===== src/rtl/arbitro_acumulador_if.sv =====
// Requester, datapath-drive and result bundle around arbitro_acumulador.
// master = requesters plus datapath feedback, slave = the arbiter.
interface arbitro_acumulador_if #(
  parameter int DATA_W = 3,
  parameter int SEL_W  = 2,
  parameter int ACC_W  = 6,
  parameter int CNT_W  = 4
);
  logic [1:0]        i_req_valid;
  logic [SEL_W-1:0]  i_req0_sel;
  logic [SEL_W-1:0]  i_req1_sel;
  logic [DATA_W-1:0] i_req0_data1;
  logic [DATA_W-1:0] i_req1_data1;
  logic [DATA_W-1:0] i_req0_data2;
  logic [DATA_W-1:0] i_req1_data2;
  logic [CNT_W-1:0]  i_req0_count;
  logic [CNT_W-1:0]  i_req1_count;
  logic [1:0]        o_req_ready;

  logic [SEL_W-1:0]  o_sel;
  logic [DATA_W-1:0] o_data1;
  logic [DATA_W-1:0] o_data2;
  logic              o_acc_clr;
  logic              o_acc_en;
  logic [ACC_W-1:0]  i_dp_data;
  logic              i_dp_overflow;

  logic [ACC_W-1:0]  o_result;
  logic              o_result_ovf;
  logic              o_done;
  logic              o_done_id;
  logic              o_busy;

  modport master (
    output i_req_valid, i_req0_sel, i_req1_sel, i_req0_data1, i_req1_data1,
           i_req0_data2, i_req1_data2, i_req0_count, i_req1_count,
    input  o_req_ready,
    input  o_sel, o_data1, o_data2, o_acc_clr, o_acc_en,
    output i_dp_data, i_dp_overflow,
    input  o_result, o_result_ovf, o_done, o_done_id, o_busy
  );

  modport slave (
    input  i_req_valid, i_req0_sel, i_req1_sel, i_req0_data1, i_req1_data1,
           i_req0_data2, i_req1_data2, i_req0_count, i_req1_count,
    output o_req_ready,
    output o_sel, o_data1, o_data2, o_acc_clr, o_acc_en,
    input  i_dp_data, i_dp_overflow,
    output o_result, o_result_ovf, o_done, o_done_id, o_busy
  );
endinterface


===== src/rtl/arbitro_acumulador.sv =====
// Round-robin owner of the shared adder/accumulator datapath; ARB_STICKY_OVF_EN makes overflow sticky over RUN+WAIT.
// Latency: handshake at T -> clear T+1, N accumulate cycles T+2..T+1+N, settle T+2+N, o_done at T+3+N.
// Backpressure: one command in flight; o_req_ready only in IDLE, requesters hold valid until granted.
module arbitro_acumulador #(
  parameter int DATA_W = 3,
  parameter int SEL_W  = 2,
  parameter int ACC_W  = 6,
  parameter int CNT_W  = 4
) (
  input  logic                clock,
  input  logic                i_rst_n,
  arbitro_acumulador_if.slave bus
);

  typedef enum logic [2:0] {
    S_IDLE,
    S_CLEAR,
    S_RUN,
    S_WAIT,
    S_DONE
  } state_t;

  typedef struct packed {
    logic              id;
    logic [SEL_W-1:0]  sel;
    logic [DATA_W-1:0] data1;
    logic [DATA_W-1:0] data2;
    logic [CNT_W-1:0]  count;
  } cmd_t;

  state_t            state;
  state_t            state_nxt;
  cmd_t              cmd;
  cmd_t              req_cmd;
  logic [CNT_W-1:0]  cnt;
  logic              ptr;
  logic              win_id;
  logic              grant_en;
  logic [1:0]        req_rdy;
  logic              xfer;
  logic              ovf_sample;

  logic [ACC_W-1:0]  result;
  logic              result_ovf;
  logic              done_id;

  logic              acc_clr;
  logic              acc_en;
  logic [SEL_W-1:0]  drv_sel;
  logic [DATA_W-1:0] drv_data1;
  logic [DATA_W-1:0] drv_data2;

  // Pointer only breaks ties; a lone requester always wins.
  always_comb begin
    win_id = bus.i_req_valid[1];
    if (&bus.i_req_valid) begin
      win_id = ptr;
    end
  end

  assign grant_en = (state == S_IDLE) && (|bus.i_req_valid);
  assign req_rdy  = grant_en ? (win_id ? 2'b10 : 2'b01) : 2'b00;
  assign xfer     = |(bus.i_req_valid & req_rdy);

  always_comb begin
    req_cmd = '0;
    if (win_id) begin
      req_cmd.id    = 1'b1;
      req_cmd.sel   = bus.i_req1_sel;
      req_cmd.data1 = bus.i_req1_data1;
      req_cmd.data2 = bus.i_req1_data2;
      req_cmd.count = bus.i_req1_count;
    end else begin
      req_cmd.id    = 1'b0;
      req_cmd.sel   = bus.i_req0_sel;
      req_cmd.data1 = bus.i_req0_data1;
      req_cmd.data2 = bus.i_req0_data2;
      req_cmd.count = bus.i_req0_count;
    end
  end

  always_ff @(posedge clock or negedge i_rst_n) begin
    if (!i_rst_n) begin
      state <= S_IDLE;
    end else begin
      state <= state_nxt;
    end
  end

  always_comb begin
    state_nxt = state;
    acc_clr   = 1'b0;
    acc_en    = 1'b0;
    drv_sel   = '0;
    drv_data1 = '0;
    drv_data2 = '0;
    unique case (state)
      S_IDLE: begin
        if (xfer) begin
          state_nxt = S_CLEAR;
        end
      end
      S_CLEAR: begin
        acc_clr   = 1'b1;
        state_nxt = (cmd.count == '0) ? S_WAIT : S_RUN;
      end
      S_RUN: begin
        acc_en    = 1'b1;
        drv_sel   = cmd.sel;
        drv_data1 = cmd.data1;
        drv_data2 = cmd.data2;
        if (cnt <= CNT_W'(1)) begin
          state_nxt = S_WAIT;
        end
      end
      S_WAIT: begin
        state_nxt = S_DONE;
      end
      S_DONE: begin
        state_nxt = S_IDLE;
      end
      default: begin
        state_nxt = S_IDLE;
      end
    endcase
  end

  always_ff @(posedge clock or negedge i_rst_n) begin
    if (!i_rst_n) begin
      cmd <= '0;
      cnt <= '0;
      ptr <= 1'b0;
    end else begin
      if (xfer) begin
        cmd <= req_cmd;
        cnt <= req_cmd.count;
        ptr <= ~win_id;
      end else if (state == S_RUN) begin
        cnt <= cnt - CNT_W'(1);
      end
    end
  end

`ifdef ARB_STICKY_OVF_EN
  logic sticky_ovf;

  always_ff @(posedge clock or negedge i_rst_n) begin
    if (!i_rst_n) begin
      sticky_ovf <= 1'b0;
    end else if (state == S_CLEAR) begin
      sticky_ovf <= 1'b0;
    end else if ((state == S_RUN) || (state == S_WAIT)) begin
      sticky_ovf <= sticky_ovf | bus.i_dp_overflow;
    end
  end

  // The WAIT-cycle sample joins the flag on the same edge it is captured.
  assign ovf_sample = sticky_ovf | bus.i_dp_overflow;
`else
  assign ovf_sample = bus.i_dp_overflow;
`endif

  always_ff @(posedge clock or negedge i_rst_n) begin
    if (!i_rst_n) begin
      result     <= '0;
      result_ovf <= 1'b0;
      done_id    <= 1'b0;
    end else if (state == S_WAIT) begin
      result     <= bus.i_dp_data;
      result_ovf <= ovf_sample;
      done_id    <= cmd.id;
    end
  end

  assign bus.o_req_ready  = req_rdy;
  assign bus.o_sel        = drv_sel;
  assign bus.o_data1      = drv_data1;
  assign bus.o_data2      = drv_data2;
  assign bus.o_acc_clr    = acc_clr;
  assign bus.o_acc_en     = acc_en;
  assign bus.o_result     = result;
  assign bus.o_result_ovf = result_ovf;
  assign bus.o_done       = (state == S_DONE);
  assign bus.o_done_id    = done_id;
  assign bus.o_busy       = (state != S_IDLE);

  a_ready_onehot: assert property (@(posedge clock) disable iff (!i_rst_n)
    $onehot0(req_rdy));
  a_no_grant_busy: assert property (@(posedge clock) disable iff (!i_rst_n)
    (state != S_IDLE) |-> (req_rdy == 2'b00));
  a_clear_single: assert property (@(posedge clock) disable iff (!i_rst_n)
    (state == S_CLEAR) |=> (state != S_CLEAR));
  a_done_single: assert property (@(posedge clock) disable iff (!i_rst_n)
    (state == S_DONE) |=> (state == S_IDLE));

endmodule


===== src/flat_wrapper.sv =====
// flat-port wrapper written by rule: the top's interface ports become plain ports
module arbitro_acumulador_flat 
#(
  parameter int DATA_W = 3,
  parameter int SEL_W  = 2,
  parameter int ACC_W  = 6,
  parameter int CNT_W  = 4
)
  (clock, i_rst_n, bus_i_req_valid, bus_i_req0_sel, bus_i_req1_sel, bus_i_req0_data1, bus_i_req1_data1, bus_i_req0_data2, bus_i_req1_data2, bus_i_req0_count, bus_i_req1_count, bus_o_req_ready, bus_o_sel, bus_o_data1, bus_o_data2, bus_o_acc_clr, bus_o_acc_en, bus_i_dp_data, bus_i_dp_overflow, bus_o_result, bus_o_result_ovf, bus_o_done, bus_o_done_id, bus_o_busy);
  arbitro_acumulador_if #(.DATA_W(DATA_W), .SEL_W(SEL_W), .ACC_W(ACC_W), .CNT_W(CNT_W)) bus_i ();
  input  logic clock;
  input  logic i_rst_n;
  input wire logic [$bits(bus_i.i_req_valid)-1:0] bus_i_req_valid;
  input wire logic [$bits(bus_i.i_req0_sel)-1:0] bus_i_req0_sel;
  input wire logic [$bits(bus_i.i_req1_sel)-1:0] bus_i_req1_sel;
  input wire logic [$bits(bus_i.i_req0_data1)-1:0] bus_i_req0_data1;
  input wire logic [$bits(bus_i.i_req1_data1)-1:0] bus_i_req1_data1;
  input wire logic [$bits(bus_i.i_req0_data2)-1:0] bus_i_req0_data2;
  input wire logic [$bits(bus_i.i_req1_data2)-1:0] bus_i_req1_data2;
  input wire logic [$bits(bus_i.i_req0_count)-1:0] bus_i_req0_count;
  input wire logic [$bits(bus_i.i_req1_count)-1:0] bus_i_req1_count;
  output wire logic [$bits(bus_i.o_req_ready)-1:0] bus_o_req_ready;
  output wire logic [$bits(bus_i.o_sel)-1:0] bus_o_sel;
  output wire logic [$bits(bus_i.o_data1)-1:0] bus_o_data1;
  output wire logic [$bits(bus_i.o_data2)-1:0] bus_o_data2;
  output wire logic [$bits(bus_i.o_acc_clr)-1:0] bus_o_acc_clr;
  output wire logic [$bits(bus_i.o_acc_en)-1:0] bus_o_acc_en;
  input wire logic [$bits(bus_i.i_dp_data)-1:0] bus_i_dp_data;
  input wire logic [$bits(bus_i.i_dp_overflow)-1:0] bus_i_dp_overflow;
  output wire logic [$bits(bus_i.o_result)-1:0] bus_o_result;
  output wire logic [$bits(bus_i.o_result_ovf)-1:0] bus_o_result_ovf;
  output wire logic [$bits(bus_i.o_done)-1:0] bus_o_done;
  output wire logic [$bits(bus_i.o_done_id)-1:0] bus_o_done_id;
  output wire logic [$bits(bus_i.o_busy)-1:0] bus_o_busy;
  assign bus_i.i_req_valid = bus_i_req_valid;
  assign bus_i.i_req0_sel = bus_i_req0_sel;
  assign bus_i.i_req1_sel = bus_i_req1_sel;
  assign bus_i.i_req0_data1 = bus_i_req0_data1;
  assign bus_i.i_req1_data1 = bus_i_req1_data1;
  assign bus_i.i_req0_data2 = bus_i_req0_data2;
  assign bus_i.i_req1_data2 = bus_i_req1_data2;
  assign bus_i.i_req0_count = bus_i_req0_count;
  assign bus_i.i_req1_count = bus_i_req1_count;
  assign bus_o_req_ready = bus_i.o_req_ready;
  assign bus_o_sel = bus_i.o_sel;
  assign bus_o_data1 = bus_i.o_data1;
  assign bus_o_data2 = bus_i.o_data2;
  assign bus_o_acc_clr = bus_i.o_acc_clr;
  assign bus_o_acc_en = bus_i.o_acc_en;
  assign bus_i.i_dp_data = bus_i_dp_data;
  assign bus_i.i_dp_overflow = bus_i_dp_overflow;
  assign bus_o_result = bus_i.o_result;
  assign bus_o_result_ovf = bus_i.o_result_ovf;
  assign bus_o_done = bus_i.o_done;
  assign bus_o_done_id = bus_i.o_done_id;
  assign bus_o_busy = bus_i.o_busy;
  arbitro_acumulador #(.DATA_W(DATA_W), .SEL_W(SEL_W), .ACC_W(ACC_W), .CNT_W(CNT_W)) u_core (.clock(clock), .i_rst_n(i_rst_n), .bus(bus_i));
endmodule

===== config.mk =====
export PLATFORM = sky130hd
export DESIGN_NAME = arbitro_acumulador_flat
export DESIGN_NICKNAME = d
export VERILOG_FILES = /design/src/rtl/arbitro_acumulador_if.sv /design/src/rtl/arbitro_acumulador.sv /design/src/flat_wrapper.sv
export SDC_FILE = /design/constraint.sdc
export NUM_CORES = 1
export LEC_CHECK = 0
export CORE_MARGIN = 5
export CORE_UTILIZATION = 46
export CTS_CLUSTER_SIZE = 16
export DETAILED_ROUTE_END_ITERATION = 16
export PLACE_DENSITY = 0.85
export SYNTH_ARGS = -nofsm -noshare
export SYNTH_HDL_FRONTEND = slang
export SYNTH_SLANG_ARGS = --single-unit

===== constraint.sdc =====
create_clock -name clock -period 3.3 [get_ports clock]
set_clock_uncertainty 0.15 [all_clocks]
set_input_delay 0.33 -clock clock [delete_from_list [all_inputs] [get_ports clock]]
set_output_delay 0.33 -clock clock [all_outputs]
set_load 0.02 [all_outputs]

[After elaboration in Yosys (flattened, before gate mapping)]
Index checks and enable logic that the tools add are counted.
Storage, ports and cells
  bits of input ports: 35
  output and inout port bits: 22
  bits in read-only memories: 0
  latch bits: 0
  bits in registers: 29
  bits in writable memories: 0
  memories: 0
Cells by class
  div/mod/pow operators: 0
  equal/unequal tests: 6
  add/subtract/negate cells: 1
  multipliers: 0
  reduce and logical (&&, ||, !) cells: 9
  magnitude comparators: 1
  shifts and indexed selects: 0
  mux-type cells: 15
  bitwise logic cells: 2
Operators with widths (number)
  $mux W13: 1
  $mux W3: 4
  $pmux W3 S4: 1
  $mux W4: 2
  $eq A3 B2 Y1 const B: 2
  $mux W2: 3
  $le A4 B1 Y1 const B: 1
  $logic_not A4 Y1: 1
  $mux W1: 4
  $ne A2 B1 Y1 const B: 2
  $reduce_and A2 Y1: 2
  $reduce_or A2 Y1: 2
  $sub A4 B1 Y4 const B: 1
  $eq A3 B1 Y1 const B: 1
  $eq A3 B3 Y1 const B: 1
  $logic_not A3 Y1: 1
  $reduce_bool A3 Y1: 1
  $and A2 B2 Y2: 1
  $reduce_bool A2 Y1: 1
  $logic_and A1 B1 Y1: 1
  $not A1 Y1: 1

[Logic depth before layout (Yosys ltp)]
  depth after elaboration: 8
  depth in mapped cells: 7
  mapped depth without buffers: 6

[Worst setup path after synthesis]
Ideal clock, no wire load.
  path kind: register -> output
  start point: reg u_core.state[0]
  end point: out bus_o_data1[0]
  cell stages (with the launch flop): 5
  data arrival time: 1.397 ns
  buffers on the path: 2
  slack: 1.423 ns
  cells stage by stage: dfrtp_1 -> buf_6 -> nor3b_2 -> clkbuf_1 -> and2_1
Between the ends
  longest elaborated chain between the ends: 2
Ends and longest elaborated chain
  from (decl): RTL line arbitro_acumulador.sv:31  | state_t state;
  from (signal assigned): RTL line arbitro_acumulador.sv:86  | state <= state_nxt;
  $eq A3 B2 Y1: RTL line arbitro_acumulador.sv:97  | unique case (state)
  $mux W3: RTL line arbitro_acumulador.sv:97
  to (decl): RTL line flat_wrapper.sv:24  | output wire logic [$bits(bus_i.o_data1)-1:0] bus_o_data1;
No other way between the ends.

[Final worst setup path]
  start point: reg u_core.state[1]
  end point: out bus_o_data2[0]
Between the ends
  longest elaborated chain between the ends: 2
Ends and longest elaborated chain
  $eq A3 B2 Y1: RTL line arbitro_acumulador.sv:97
  $mux W3: RTL line arbitro_acumulador.sv:97
  to (decl): RTL line flat_wrapper.sv:25  | output wire logic [$bits(bus_i.o_data2)-1:0] bus_o_data2;
No other way between the ends.

==> flow_summary.json <==
{
  "postCtsSetupBuffers": 0,
  "cts_buffer_depth": 2,
  "setup_tns_ps": 0,
  "start_kind": "flop",
  "grt_pass1_wl_um": 6065,
  "nets": 235,
  "die-area_um2": 4263,
  "finalCritPeriodShare_pct": 86.50,
  "cts_tree": "done",
  "clk_pin_slew_ps": 100,
  "portBuffers": 56,
  "grt_overflow": 0,
  "worstMarginPinSlew_ps": 687.0,
  "slew_violations": 0,
  "ys_warn_count": 0,
  "initialDrtViolationCount": 146,
  "synthCells": 139,
  "drc": 0,
  "die_h_um": 65.29,
  "rsz0062_at_grt": "false",
  "setup_viol": 0,
  "crit_path_max_incr_delay_ps": 650,
  "p_leak_uw": 0.0009492,
  "routed_via_density": 5.534,
  "grt_pass1_vias": 1265,
  "antenna_found_initial": 0,
  "synth_edf_count": 0,
  "clock.fmax_mhz": 350.3,
  "hpwl_um": 2850,
  "insertedDiodeCount": 0,
  "worstPathRequired_ps": 2820,
  "maxCapViolCount": 0,
  "clkLatencyLatePin_ps": 330,
  "cts-resized-gates": 0,
  "drtAntennaViolNets": 0,
  "crit_type": "reg2out",
  "p_total_uw": 1869,
  "clockRootBuffer": "clkbuf_4",
  "synth-main-ff-cell": "dfrtp_1",
  "placementRows": 20,
  "fillers": 229,
  "gp_congestion": 0.8042,
  "period_needed_ps": 2855,
  "cts_buffers": 5,
  "hold_viol_final": 0,
  "peakVddDrop_mv": 0.4794,
  "syn2layout_area_growth_pct": 44.13,
  "start_util_pct": 46.83,
  "cp_cell_sequence": "nor3b_2 > and2_1 > clkdlybuf4s50_1",
  "synthesis.nets": 176,
  "status": "completed",
  "arrival_ps": 2370,
  "fin_area_um2": 2027,
  "end_kind": "output pin",
  "hold_path.class": "in2async",
  "setup_slack_ps": 445.4,
  "ys_types": 32,
  "cellPowerDensity_nw_per_um2": 922.0,
  "ys_seq_elements": 29,
  "cts.sinks": 29,
  "slowest_stage": "nor3b_2",
  "relSlewSlack_pct": 54.00,
  "wirelength_um": 3692,
  "vias": 1284,
  "dp_cells": 224,
  "io_pins": 57,
  "cp_top_family": "simple AND/OR/NAND/NOR gates",
  "critPathBufInv": 1,
  "placed_cell_area_um2": 1972,
  "layout-drive-gt1-share_pct": 7.035,
  "cts.htree.levels": 2,
  "syn_avg_cell_area_um2": 10.12,
  "first_pass_iters": 7,
  "cts_hold_buf": 0,
  "grtUsageTotal_pct": 18.83,
  "r2r_end": "u_core.cnt[2]",
  "r2r_cells": 4,
  "multi_input_area_um2": 565.5,
  "grt_max_degree": 30,
  "r2r-start": "u_core.state[1]",
  "synth_area_um2": 1406,
  "wl_per_cell_um": 15.91,
  "die_w_um": 65.29,
  "critPathMaxFanout": 14,
  "core_area_um2": 3003,
  "synthArstFlopShare_pct": 100.0,
  "pre_cts_ws_ps": 820.6,
  "ff2ff_setup_slack_ps": 1260,
  "seq_area_frac_synth_pct": 51.60,
  "regArea_um2": 725.7,
  "stdcell_count": 232
}
[per-layer routing]
layer	part of all wire (%)	up-vias	track usage, %
met5	0	-	0
met4	2.1	0	9.067
li1	-	606	-
met2	52	52	31.10
met3	6.1	8	5.983
met1	40	618	22.05
[where the power goes]
part / leakage, uW / switching (uW) / internal, uW / total [uW]
registers: 0.000360 / 135 / 527 / 662
logic: 0.000558 / 515 / 481 / 996
clock network: 0.0000310 / 131 / 80.1 / 211
total: 0.000949 / 780 / 1090 / 1870
[cells in the mapped netlist (2+ instances only)]
master / count / area share, %
o22a_1: 2 / 1.2
a22o_1: 2 / 1.2
and3_1: 2 / 0.89
nand2b_1: 2 / 0.89
a21boi_0: 2 / 1.1
o21ai_1: 2 / 0.71
nand2_1: 27 / 7.2
nor3b_1: 2 / 1.1
nand3_1: 2 / 0.71
inv_1: 12 / 3.2
and2_1: 8 / 3.6
a22oi_1: 2 / 1.1
buf_2: 2 / 0.71
a211oi_1: 2 / 1.1
dfrtp_1: 29 / 52
a21o_1: 4 / 2.1
buf_6: 4 / 3.2
ha_1: 2 / 1.8
a222oi_1: 11 / 7.8
nor2_1: 8 / 2.1
[placed cells by master, fill, tap and decap left out]
cell	count
a22o_1	2
a22oi_1	2
nand2b_1	2
o22a_1	2
a21o_1	4
o21ai_1	2
nor3_4	1
nand3_1	2
nand2_1	27
clkinv_1	1
o21bai_1	1
clkinv_2	2
o21ai_0	1
nor2_1	8
clkinvlp_4	1
o32ai_1	1
a211oi_1	2
a21boi_0	2
a222oi_1	11
nand3b_1	1
and2_1	8
clkbuf_4	5
buf_4	4
xnor2_1	1
nor3_1	1
nor3b_2	1
or4_1	1
ha_1	2
nor3b_1	2
and3_1	2
inv_1	12
dfrtp_1	29
clkdlybuf4s50_1	56
[cell type report]
class                   instances  area share (%)
well taps                      33           2.037
flip-flops and latches         29           35.80
clock buffers                   5           1.852
clock inverters                 3          0.8642
inverters                      13           2.407
multi-input cells              89           27.90
repair buffers                 60           29.14
[state kept, by name (all words and copies together) (netlist names)]
name and cells:
u_core.bus.o_result 6, u_core.cmd 13, u_core.state 3, u_core.bus.o_done_id 1, u_core.bus.o_result_ovf 1, u_core.ptr 1, u_core.cnt 4
[worst reg2reg max path, delay by kind of cell, from the launching register on]
family / cells / cell delay, ps
AND/OR/NAND/NOR: 2 / 810
flip-flops: 1 / 540
AO/OA/AOI/OAI: 2 / 430
[logic make-up (layout without fill, tap and decap cells)]
group                    Yosys count  after routing  share of synthesized area [%]
flip-flops                        29             29                          51.60
buffers and inverters             21             81                          8.184
AO/OA/AOI/OAI                     30             30                          17.88
adder cells (fa/ha/maj)            2              2                          1.779
AND/OR/NAND/NOR                   56             56                          19.93
XOR/XNOR                           1              1                         0.6229
[how the worst max path moves through the flow]
stage | startpoint | to | cells after the start
3_5_place_dp | u_core.state[1] | bus_o_data2[0] | 3
5_1_grt | u_core.state[1] | bus_o_data2[0] | 3
3_3_place_gp | u_core.state[1] | bus_o_data2[0] | 3
4_1_cts | u_core.state[1] | bus_o_data2[0] | 3
6_report | u_core.state[1] | bus_o_data2[0] | 3
2_1_floorplan | u_core.state[0] | bus_o_data1[0] | 4
[stage by stage]
stage	utilization [%]	hold slack, ps
floorplan	-	-115.6
global route	67.50	232.8
global placement	65.67	305.0
finish	67.50	215.7
CTS	67.50	227.6
detailed placement	65.67	315.0
Note: power is estimated with default switching activity, not from simulation.
